`config.mk`:
```
export PLATFORM = sky130hd
export DESIGN_NAME = decoder_stage_sequencer
export DESIGN_NICKNAME = d
export VERILOG_FILES = /design/src/rtl/decoder_stage_sequencer.sv
export SDC_FILE = /design/constraint.sdc
export NUM_CORES = 1
export LEC_CHECK = 0
export ABC_AREA = 1
export CAP_MARGIN = 25
export CELL_PAD_IN_SITES_DETAIL_PLACEMENT = 1
export CELL_PAD_IN_SITES_GLOBAL_PLACEMENT = 1
export CORE_ASPECT_RATIO = 0.6
export CORE_MARGIN = 1
export CORE_UTILIZATION = 39
export DETAILED_ROUTE_END_ITERATION = 16
export HOLD_SLACK_MARGIN = 0.03
export PLACE_DENSITY_LB_ADDON = 0.1
export SYNTH_ARGS = -nofsm -noshare
export SYNTH_HDL_FRONTEND = slang
export SYNTH_SLANG_ARGS = --single-unit
```
`constraint.sdc`:
```
create_clock -name clk -period 4.99 [get_ports clk]
set_input_delay 0.998 -clock clk [delete_from_list [all_inputs] [get_ports clk]]
set_output_delay 0.998 -clock clk [all_outputs]
set_load 0.02 [all_outputs]
```
`src/rtl/decoder_stage_sequencer.sv`:
```
// decoder_stage_sequencer
// Sequences the union-find decoder array through a decode. It accepts a syndrome,
// clears the array, and repeats GROW -> SPREAD -> SYNC -> CHECK until no odd
// cluster remains. The SPREAD and SYNC phases end when the array stops sending
// messages, not after a fixed delay. The block then reports the iteration count
// and whether the decode timed out.
// Every output is registered from the next-state value. As a result, stage and
// the flags change on the same edge that enters the state they belong to.
module decoder_stage_sequencer #(
   parameter int CODE_DISTANCE      = 3,
   parameter int MEASUREMENT_ROUNDS = 1,
   parameter int PU_COUNT           = CODE_DISTANCE*(CODE_DISTANCE-1)*MEASUREMENT_ROUNDS,
   parameter int MAX_ITERATIONS     = 2*CODE_DISTANCE,
   parameter int MIN_PHASE_CYCLES   = 4,
   parameter int QUIET_CYCLES       = 2,
   parameter int PHASE_TIMEOUT      = 64,
   parameter int ITER_WIDTH         = $clog2(MAX_ITERATIONS+1),
   parameter int STAGE_WIDTH        = 3,
   parameter logic [STAGE_WIDTH-1:0] STAGE_IDLE                = 3'd0,
   parameter logic [STAGE_WIDTH-1:0] STAGE_SPREAD_CLUSTER      = 3'd1,
   parameter logic [STAGE_WIDTH-1:0] STAGE_GROW_BOUNDARY       = 3'd2,
   parameter logic [STAGE_WIDTH-1:0] STAGE_SYNC_IS_ODD_CLUSTER = 3'd3
)(
   input  logic                   clk,
   input  logic                   reset_n,
   input  logic                   syndrome_valid,
   output logic                   syndrome_ready,
   input  logic [PU_COUNT-1:0]    syndrome_in,
   input  logic                   abort,
   output logic [STAGE_WIDTH-1:0] stage,
   output logic                   array_reset,
   output logic [PU_COUNT-1:0]    is_error_syndromes,
   input  logic                   has_message_flying,
   input  logic [PU_COUNT-1:0]    is_odd_clusters,
   output logic                   result_valid,
   input  logic                   result_ready,
   output logic [ITER_WIDTH-1:0]  iteration_count,
   output logic                   timeout
);

   // Counter widths carry one spare value so that n_cur and q_cur never wrap.
   localparam int PW = $clog2(PHASE_TIMEOUT+2);
   localparam int QW = $clog2(QUIET_CYCLES+2);

   // FLUSH is the one-cycle array clear used by abort before the FSM returns to IDLE.
   typedef enum logic [3:0] {
      IDLE, CLEAR, SETTLE, GROW, SPREAD, SYNC, CHECK, DONE, FLUSH
   } state_t;

   state_t                  state_reg, state_next;
   logic [PW-1:0]           phase_cnt_reg, phase_cnt_next, n_cur;
   logic [QW-1:0]           quiet_cnt_reg, quiet_cnt_next, q_cur;
   logic                    phase_exit, phase_expired;
   logic [ITER_WIDTH-1:0]   iter_next;
   logic                    timeout_next;
   logic [PU_COUNT-1:0]     syn_next;
   logic [STAGE_WIDTH-1:0]  stage_next;

   // Phase bookkeeping for the current cycle: the cycles spent in the phase and
   // the run of quiet samples. Both values include the sample taken this cycle.
   always_comb begin
      n_cur = phase_cnt_reg + PW'(1);
      if (has_message_flying)
         q_cur = '0;
      else if (quiet_cnt_reg >= QW'(QUIET_CYCLES))
         q_cur = quiet_cnt_reg;
      else
         q_cur = quiet_cnt_reg + QW'(1);
      phase_exit    = (n_cur >= PW'(MIN_PHASE_CYCLES)) && (q_cur >= QW'(QUIET_CYCLES));
      phase_expired = (n_cur >= PW'(PHASE_TIMEOUT));
   end

   // Next state and next register values. Abort is evaluated last so that it
   // overrides every other transition.
   always_comb begin
      state_next     = state_reg;
      iter_next      = iteration_count;
      timeout_next   = timeout;
      syn_next       = is_error_syndromes;
      phase_cnt_next = '0;
      quiet_cnt_next = '0;
      case (state_reg)
         IDLE: begin
            if (syndrome_valid) begin
               syn_next     = syndrome_in;
               iter_next    = '0;
               timeout_next = 1'b0;
               state_next   = CLEAR;
            end
         end
         CLEAR:  state_next = SETTLE;
         SETTLE: begin
            if (is_error_syndromes == '0) begin
               state_next = DONE;
            end else begin
               state_next = GROW;
               iter_next  = iteration_count + ITER_WIDTH'(1);
            end
         end
         GROW:   state_next = SPREAD;
         SPREAD, SYNC: begin
            if (phase_exit) begin
               state_next = (state_reg == SPREAD) ? SYNC : CHECK;
            end else if (phase_expired) begin
               timeout_next = 1'b1;
               state_next   = DONE;
            end else begin
               phase_cnt_next = n_cur;
               quiet_cnt_next = q_cur;
            end
         end
         CHECK: begin
            if (is_odd_clusters == '0) begin
               timeout_next = 1'b0;
               state_next   = DONE;
            end else if (iteration_count == ITER_WIDTH'(MAX_ITERATIONS)) begin
               timeout_next = 1'b1;
               state_next   = DONE;
            end else begin
               iter_next  = iteration_count + ITER_WIDTH'(1);
               state_next = GROW;
            end
         end
         DONE:    if (result_ready) state_next = IDLE;
         FLUSH:   state_next = IDLE;
         default: state_next = IDLE;
      endcase
      if (abort && state_reg != IDLE && state_reg != DONE && state_reg != FLUSH) begin
         state_next     = FLUSH;
         timeout_next   = 1'b0;
         iter_next      = iteration_count;
         phase_cnt_next = '0;
         quiet_cnt_next = '0;
      end
   end

   // Stage value that the array sees during the state being entered.
   always_comb begin
      case (state_next)
         GROW:    stage_next = STAGE_GROW_BOUNDARY;
         SPREAD:  stage_next = STAGE_SPREAD_CLUSTER;
         SYNC:    stage_next = STAGE_SYNC_IS_ODD_CLUSTER;
         default: stage_next = STAGE_IDLE;
      endcase
   end

   // State, counters and all registered outputs.
   always_ff @(posedge clk or negedge reset_n) begin
      if (!reset_n) begin
         state_reg          <= IDLE;
         phase_cnt_reg      <= '0;
         quiet_cnt_reg      <= '0;
         stage              <= STAGE_IDLE;
         array_reset        <= 1'b0;
         syndrome_ready     <= 1'b1;
         is_error_syndromes <= '0;
         result_valid       <= 1'b0;
         iteration_count    <= '0;
         timeout            <= 1'b0;
      end else begin
         state_reg          <= state_next;
         phase_cnt_reg      <= phase_cnt_next;
         quiet_cnt_reg      <= quiet_cnt_next;
         stage              <= stage_next;
         array_reset        <= (state_next == CLEAR) || (state_next == FLUSH);
         syndrome_ready     <= (state_next == IDLE);
         is_error_syndromes <= syn_next;
         result_valid       <= (state_next == DONE);
         iteration_count    <= iter_next;
         timeout            <= timeout_next;
      end
   end

endmodule

```
# --- Word level (Yosys, flattened, before mapping) ---
# Index checks and enable logic that the tools add are counted.
classes:
  add_sub_neg: 3
  order_cmp: 4
  eq_ne: 24
  n_mux: 33
  bitwise: 1
  reduce_logical: 16
op_table:
  columns: ["cell", "count"]
  rows:
  - ["4-bit by 3-bit equality test with 1-bit output, second input constant", 7]
  - ["7-bit two-way mux", 4]
  - ["4-bit case mux with 7 select lines", 1]
  - ["3-bit two-way mux", 7]
  - ["4-bit two-way mux", 5]
  - ["2-bit two-way mux", 7]
  - ["4-bit by 2-bit equality test with 1-bit output, second input constant", 3]
  - ["6-bit zero test", 2]
  - ["3-bit inequality test, second input constant", 3]
  - ["3-bit case mux with 3 select lines", 1]
  - ["4-bit by 1-bit equality test with 1-bit output, second input constant", 2]
  - ["4-bit zero test", 2]
  - ["2-bit inequality test, second input constant", 4]
  - ["4-bit inequality test, second input constant", 2]
  - ["4-bit nonzero test", 2]
  - ["7-bit by 1-bit adder with 7-bit output, second input constant", 1]
  - ["7-bit by 3-bit greater-or-equal comparator with 1-bit output, second input constant", 1]
  - ["7-bit greater-or-equal comparator, second input constant", 1]
  - ["1-bit two-way mux", 6]
  - ["2-bit case mux with 3 select lines", 1]
  - ["6-bit AND reduction", 1]
  - ["5-bit AND reduction", 1]
  - ["4-bit equality test, second input constant", 1]
  - ["2-bit greater-or-equal comparator, second input constant", 2]
  - ["11 further kinds", 14]
totals:
  reg_bits: 29
  input_bits: 18
  out_inout_bits: 16

# --- Longest topological paths before layout ---
# Gate-level depths: netlist of run 1.
logic_depth:
  ltp_word: 10
  depth_mapped: 13
  ltp_nobuf: 13

# --- Least setup slack after synthesis of run 1 ---
# Ideal clock, no wire load.
synth_path:
  path_type: "input -> register"
  start: "in syndrome_valid"
  end: "reg syndrome_ready"
  setup_ns: 0.064
  arrival_time_ns: 1.781
  path_slack_ns: 3.145
  path_stages: 6
  n_path_buf: 0
  cell_sequence: "nand3_2 nand2_1 or2_2 a21oi_2 nor2_2 nor2_2"
synth_via:
  elab_chain_cells: 4
synth_rtl:
  columns: ["element", "line_no", "rtl"]
  rows:
  - ["start, declared", "26", "input logic syndrome_valid,"]
  - ["4-bit two-way mux", "84", "if (syndrome_valid) begin"]
  - ["4-bit case mux with 7 select lines", "82", "case (state_reg)"]
  - ["4-bit two-way mux", "128", "if (abort && state_reg != IDLE && state_reg != DONE && state_reg != FLUSH) begin"]
  - ["via state_next[0]", "50", "state_t state_reg, state_next;"]
  - ["4-bit zero test", "166", "syndrome_ready <= (state_next == IDLE);"]
  - ["end signal, assigned", "166", null]
  - ["end, declared", "27", "output logic syndrome_ready,"]
# The timed path passes the listed nets, and every way through them passes these cells.
# A chain may end at the register's enable or synchronous reset.

# --- Worst setup path after layout of run 1 ---
layout_path:
  start: "reg syndrome_ready"
  end: "out syndrome_ready"
# No word-level cell between the ends.

==> reports/results.tsv, run 1 <==
metric	value	unit
leakagePower	0.8666	nW
h-tree-depth	1	
yosys-top-cells-area	dfrtp_1 47%, nor2_1 6.8%, nand2_1 6.3%	
grt.total_usage	0.2075	
row_count	16	
worst-path-max-fanout	1	
fin_util	0.5540	
tightest_slew	0.5722	ns
yosysTopAreaCell	dfrtp_1	
min_delay_path_depth	1	
skew	0.005727	ns
cts.sinks	28	
io_buffers	32	
yosysSeqAreaShare	0.4878	
final.period_utilization	0.4795	
ys_ff_latch	28	
core_area	3383	µm²
relSlewSlack	0.6159	
grt_pass1_wl	6058	µm
fin_ws	2.597	ns
dr.pass1.iters	4	
ant_nets	0	
hold_class	flop to flop	
cp-end-kind	output pin	
async_reset_ff_frac	1.000	
drv_cap	0	
drcViolationCount	0	
area_delta_synth_final	30.26	%
rsz0062_at_grt	no	
grt_pass1_vias	1269	
fp.dieW	80.42	µm
fin_setup_tns	0	ns
numCtsBuffers	3	
diodes	0	
worst-path-stages	1	
slowest_delay	0.60	ns
ctsResizeCount	0	
hpwl	2870	µm
crit_type	flop to output pin	
postCtsSetupRepairBufs	0	
synth.top_cell.area_share	0.4696	
clk_pin_slew	0.09	ns
vdd.ir_drop.worst	251.3	µV
dr_total_vias	1216	
crit_arrival	1.39	ns
ys.flop_type	dfrtp_1	
power.density	510.4	nW/µm²
avgSynthCellArea	8.827	µm²
cts_root_buf	clkbuf_8	
place_ws	2.454	ns
setup_viol	0	
die_h	49.05	µm
ios	34	
wl_per_cell	15.09	µm
crit_path_start_kind	flop	
cp_top_family	buffers and inverters	
synth_cell_types	32	
wirelength	3697	µm
outcome	completed	
rr_worst_depth	11	
synth_area	1439	µm²
gp_congestion	0.8502	
nets	223	
start_util	0.4253	
p_total	0.9567	mW
largest_reg_flops	7	
antenna_found_initial	0	
synth-edff-count	0	
synthCells	163	
clk_path_buf_depth	2	
dp_cells	241	
fillCellCount	399	
final-hold-violation-count	0	
crit_buf_inv	1	
path_cells	clkdlybuf4s50_1	
drive_above_1_share	0.1550	
ys_warn_count	0	
post-route-min-period	2.393	ns
cts_tree	done	
routed_via_density	4.963	
worstPathRequired	3.99	ns
fmaxAchievable	417.9	MHz
final_cells	245	
postCtsHoldBufs	0	
grt_overflow	0	
grt_max_degree	29	
die-area	3944	µm²
drt_iter0_drc	42	
slew_violations	0	
clkLatencyLatePin	0.28	ns
ff2ff_setup_slack	3.00	ns
critPathSlowestCell	clkdlybuf4s50_1	
## cells in the mapped netlist, types with 3 or more instances
cell and instances:
ha_1 4, nand2_1 24, nand3_1 9, mux2_2 6
xnor2_1 3, nor2_1 26, nand3_2 3, nand2_2 5
nand4_1 4, inv_1 21, nor2_2 4, a21oi_1 5
dfrtp_1 27
## layout by cell type, fill, tap and decap left out, types with 2 or more instances in the layout
cell type / instances
ha_1: 4
clkdlybuf4s50_1: 32
nand2_1: 24
xnor2_1: 3
inv_1: 21
nand2_2: 5
nor2_1: 26
o21ai_0: 2
nand3_1: 9
o21ai_1: 2
inv_2: 2
nand3_2: 3
clkbuf_8: 4
mux2_2: 6
dfrtp_1: 27
nor2_2: 4
nand4_1: 4
a21oi_1: 5
conb_1: 2
## where the power goes
| group | switching [mW] | total (mW) | internal, mW |
|---|---|---|---|
| clock | 0.0703 | 0.141 | 0.0708 |
| sequential | 0.0488 | 0.345 | 0.296 |
| combinational | 0.266 | 0.470 | 0.205 |
## cells by family (layout without fill, tap and decap cells)
group / count (synthesis) / in the layout / synth area share
and+or+nand+nor: 80 / 80 / 0.2670
muxes: 6 / 6 / 0.04695
DFF: 28 / 28 / 0.4878
other: 1 / 2 / 0.002606
xor gates and xnor gates: 3 / 3 / 0.01826
AOI/OAI and AO/OA: 17 / 17 / 0.07740
adders and majority gates: 4 / 4 / 0.03478
buffers and inverters: 24 / 60 / 0.06522
## per-stage QoR
stage | instance area, µm² | hold WS (ns)
CTS | 1874 | 0.4883
floorplan | 1443 | 0.4162
global placement | 1819 | 0.4914
global route | 1874 | 0.5257
detailed placement | 1819 | 0.4801
finish | 1874 | 0.4929
## per-layer routing
layer | track usage | part of all wire
met1 | 0.2871 | 0.51
met2 | 0.3107 | 0.42
met3 | 0.06355 | 0.058
met4 | 0.06250 | 0.016
met5 | 0 | 0
## final timing paths
kind / startpoint / end
max in group asynchronous: reset_n / syndrome_ready
worst max register to register: phase_cnt_reg[0] / phase_cnt_reg[5]
worst min-delay path: phase_cnt_reg[6] / phase_cnt_reg[2]
min in group asynchronous: reset_n / is_error_syndromes[5]
worst min register to register: phase_cnt_reg[6] / phase_cnt_reg[2]
worst max-delay path: syndrome_ready / syndrome_ready
## layout make-up
class / instances / area (µm²) / share of cell area
multi-input combinational: 112 / 646.9 / 0.3451
timing repair buffer: 33 / 327.8 / 0.1749
clock buffer: 4 / 55.05 / 0.02937
inverter: 23 / 86.33 / 0.04606
tap: 45 / 56.30 / 0.03004
sequential: 28 / 701.9 / 0.3745
No activity file was read; power rests on OpenSTA's default activity.
==> run 2, diff against run 1 <==
--- a/config.mk
+++ b/config.mk
@@ -11,7 +11,7 @@
 export CELL_PAD_IN_SITES_GLOBAL_PLACEMENT = 1
 export CORE_ASPECT_RATIO = 0.6
 export CORE_MARGIN = 1
-export CORE_UTILIZATION = 39
+export CORE_UTILIZATION = 36
 export DETAILED_ROUTE_END_ITERATION = 16
 export HOLD_SLACK_MARGIN = 0.03
 export PLACE_DENSITY_LB_ADDON = 0.1
==> constraint.sdc (replaced) <==
create_clock -name clk -period 2.3 [get_ports clk]
set_input_delay 0.46 -clock clk [delete_from_list [all_inputs] [get_ports clk]]
set_output_delay 0.46 -clock clk [all_outputs]
set_load 0.02 [all_outputs]
==> reports/results.tsv, run 2 (synthesis gave the netlist of run 1 again) <==
metric	value	unit	change
area_delta_synth_final	30.43	%	
place_ws	0.2972	ns	-2.157 ns
leakagePower	0.8666	nW	unchanged
rsz0062_at_grt	no		
fp.dieW	83.62	µm	+4.0%
r2r-end	quiet_cnt_reg[0]		
core_area	3744	µm²	+11%
gp_congestion	0.8155		-4.1%
drv_cap	0		unchanged
ios	34		unchanged
design_area	1877	µm²	+0.13%
min_delay_path_depth	1		unchanged
nets	223		unchanged
rr_worst_depth	11		unchanged
vdd.ir_drop.worst	606.4	µV	+140%
grt_pass1_wl	6479	µm	+6.9%
critPathSlowestCell	dfrtp_1		
crit_arrival	2.17	ns	+0.78 ns
wl_per_cell	15.15	µm	+0.40%
ant_nets	0		unchanged
clkLatencyLatePin	0.28	ns	about the same
slowest_delay	0.42	ns	-0.18 ns
setup_viol	0		unchanged
cts_root_buf	clkbuf_8		
worst-path-max-fanout	5		+4
grt_max_degree	29		unchanged
largest_reg_flops	7		unchanged
die_h	50.97	µm	+3.9%
cpMostUsedCell	nand2_2		
hold_slack	0.4983	ns	+0.005445 ns
grt.total_usage	0.1988		-0.008619
clk_path_buf_depth	2		unchanged
power.density	1110	nW/µm²	+120%
highest_layer	met4		
antenna_found_initial	0		unchanged
wirelength	3742	µm	+1.2%
ff2ff_setup_slack	0.33	ns	-2.67 ns
grt_overflow	0		unchanged
drcViolationCount	0		unchanged
p_total	2.083	mW	+120%
outcome	completed		
hpwl	2901	µm	+1.1%
hold_class	flop to flop		
fin_setup_tns	0	ns	unchanged
cp_top_family	simple AND/OR/NAND/NOR gates		
die-area	4262	µm²	+8.0%
cp-end-kind	flop		
path_cells	ha_1 > nand3_1 > o21bai_1 > nand2_1 > nor2_1 > nand2_2 > nand2_2 > nand2_2 > nor2_1 > inv_1 > nor3_2		
worstPathRequired	2.51	ns	-1.48 ns
relSlewSlack	0.6336		+0.01771
tightest_slew	0.5458	ns	-0.02639 ns
crit_type	flop to flop		
final-hold-violation-count	0		unchanged
hold_start	phase_cnt_reg[6]		
cts_tree	done		
crit_path_start_kind	flop		
skew	0.003050	ns	-0.002676 ns
r2r_start	phase_cnt_reg[0]		
hold_end	phase_cnt_reg[2]		
postCtsHoldBufs	0		unchanged
final.period_utilization	0.8554		
io_buffers	32		unchanged
crit_buf_inv	1		unchanged
start_util	0.3844		-0.04094
fin_ws	0.3325	ns	-2.265 ns
ctsResizeCount	0		unchanged
numCtsBuffers	3		unchanged
fillCellCount	448		+12%
cts.sinks	28		unchanged
dpl_cell_area	1822	µm²	+0.14%
postCtsSetupRepairBufs	0		unchanged
dr.pass1.iters	4		unchanged
post-route-min-period	1.968	ns	
h-tree-depth	1		unchanged
wl_met3	213	µm	-0.47%
row_count	17		+1
met1_length	1938	µm	+3.4%
slew_violations	0		unchanged
drive_above_1_share	0.1550		unchanged
wl_met2	1561	µm	+0.90%
routed_via_density	5.073		+2.2%
worst-path-stages	11		+10
dr_total_vias	1253		+3.0%
drt_iter0_drc	60		+43%
fmaxAchievable	508.3	MHz	
final_common_cell	clkdlybuf4s50_1		
clk_pin_slew	0.09	ns	about the same
grt_pass1_vias	1294		+2.0%
diodes	0		unchanged
final_cell_mix	32 x clkdlybuf4s50_1, 27 x dfrtp_1, 26 x nor2_1		
[run 2: worst max-delay path by stage]
stage	startpoint	to	slack [ns]
floorplan	phase_cnt_reg[0]	stage[1]	0.67
global placement	phase_cnt_reg[0]	phase_cnt_reg[5]	0.39
detailed placement	is_odd_clusters[5]	stage[1]	0.30
CTS	phase_cnt_reg[0]	quiet_cnt_reg[0]	0.35
global route	phase_cnt_reg[0]	quiet_cnt_reg[0]	0.08
finish	phase_cnt_reg[0]	quiet_cnt_reg[0]	0.33
[run 2: through the flow]
step	util	instances
6_report	0.5013	247
5_1_grt	0.5013	247
4_1_cts	0.5013	247
3_5_place_dp	0.4866	243
3_3_place_gp	0.4866	243
2_1_floorplan	-	164
[run 2: worst register-to-register path, stage by stage (launching register included)]
cell and delay (ns):
dfrtp_1 0.42, ha_1 0.31, nand3_1 0.11, o21bai_1 0.13, nand2_1 0.09, nor2_1 0.16, nand2_2 0.09, nand2_2 0.08
nand2_2 0.08, nor2_1 0.15, inv_1 0.13, nor3_2 0.14
[run 2: final cells by class]
class | instances | area, µm² | area share
clock buffers | 4 | 55.05 | 0.02933
inverters | 23 | 86.33 | 0.04600
multi-input cells | 112 | 646.9 | 0.3447
flip-flops and latches | 28 | 701.9 | 0.3740
well taps | 47 | 58.81 | 0.03133
repair buffers | 33 | 327.8 | 0.1747
[run 2: power by group]
group | internal (mW) | switching [mW] | total, mW | leakage, nW
logic | 0.445 | 0.574 | 1.02 | 0.475
clock network | 0.154 | 0.160 | 0.314 | 0.0288
registers | 0.643 | 0.107 | 0.750 | 0.363
total | 1.24 | 0.841 | 2.08 | 0.867
[run 2: routing by layer]
metal	vias up	GRT usage
li1	595	-
met4	0	0.05085
met2	33	0.2886
met1	622	0.2940
met5	-	0
met3	3	0.05008
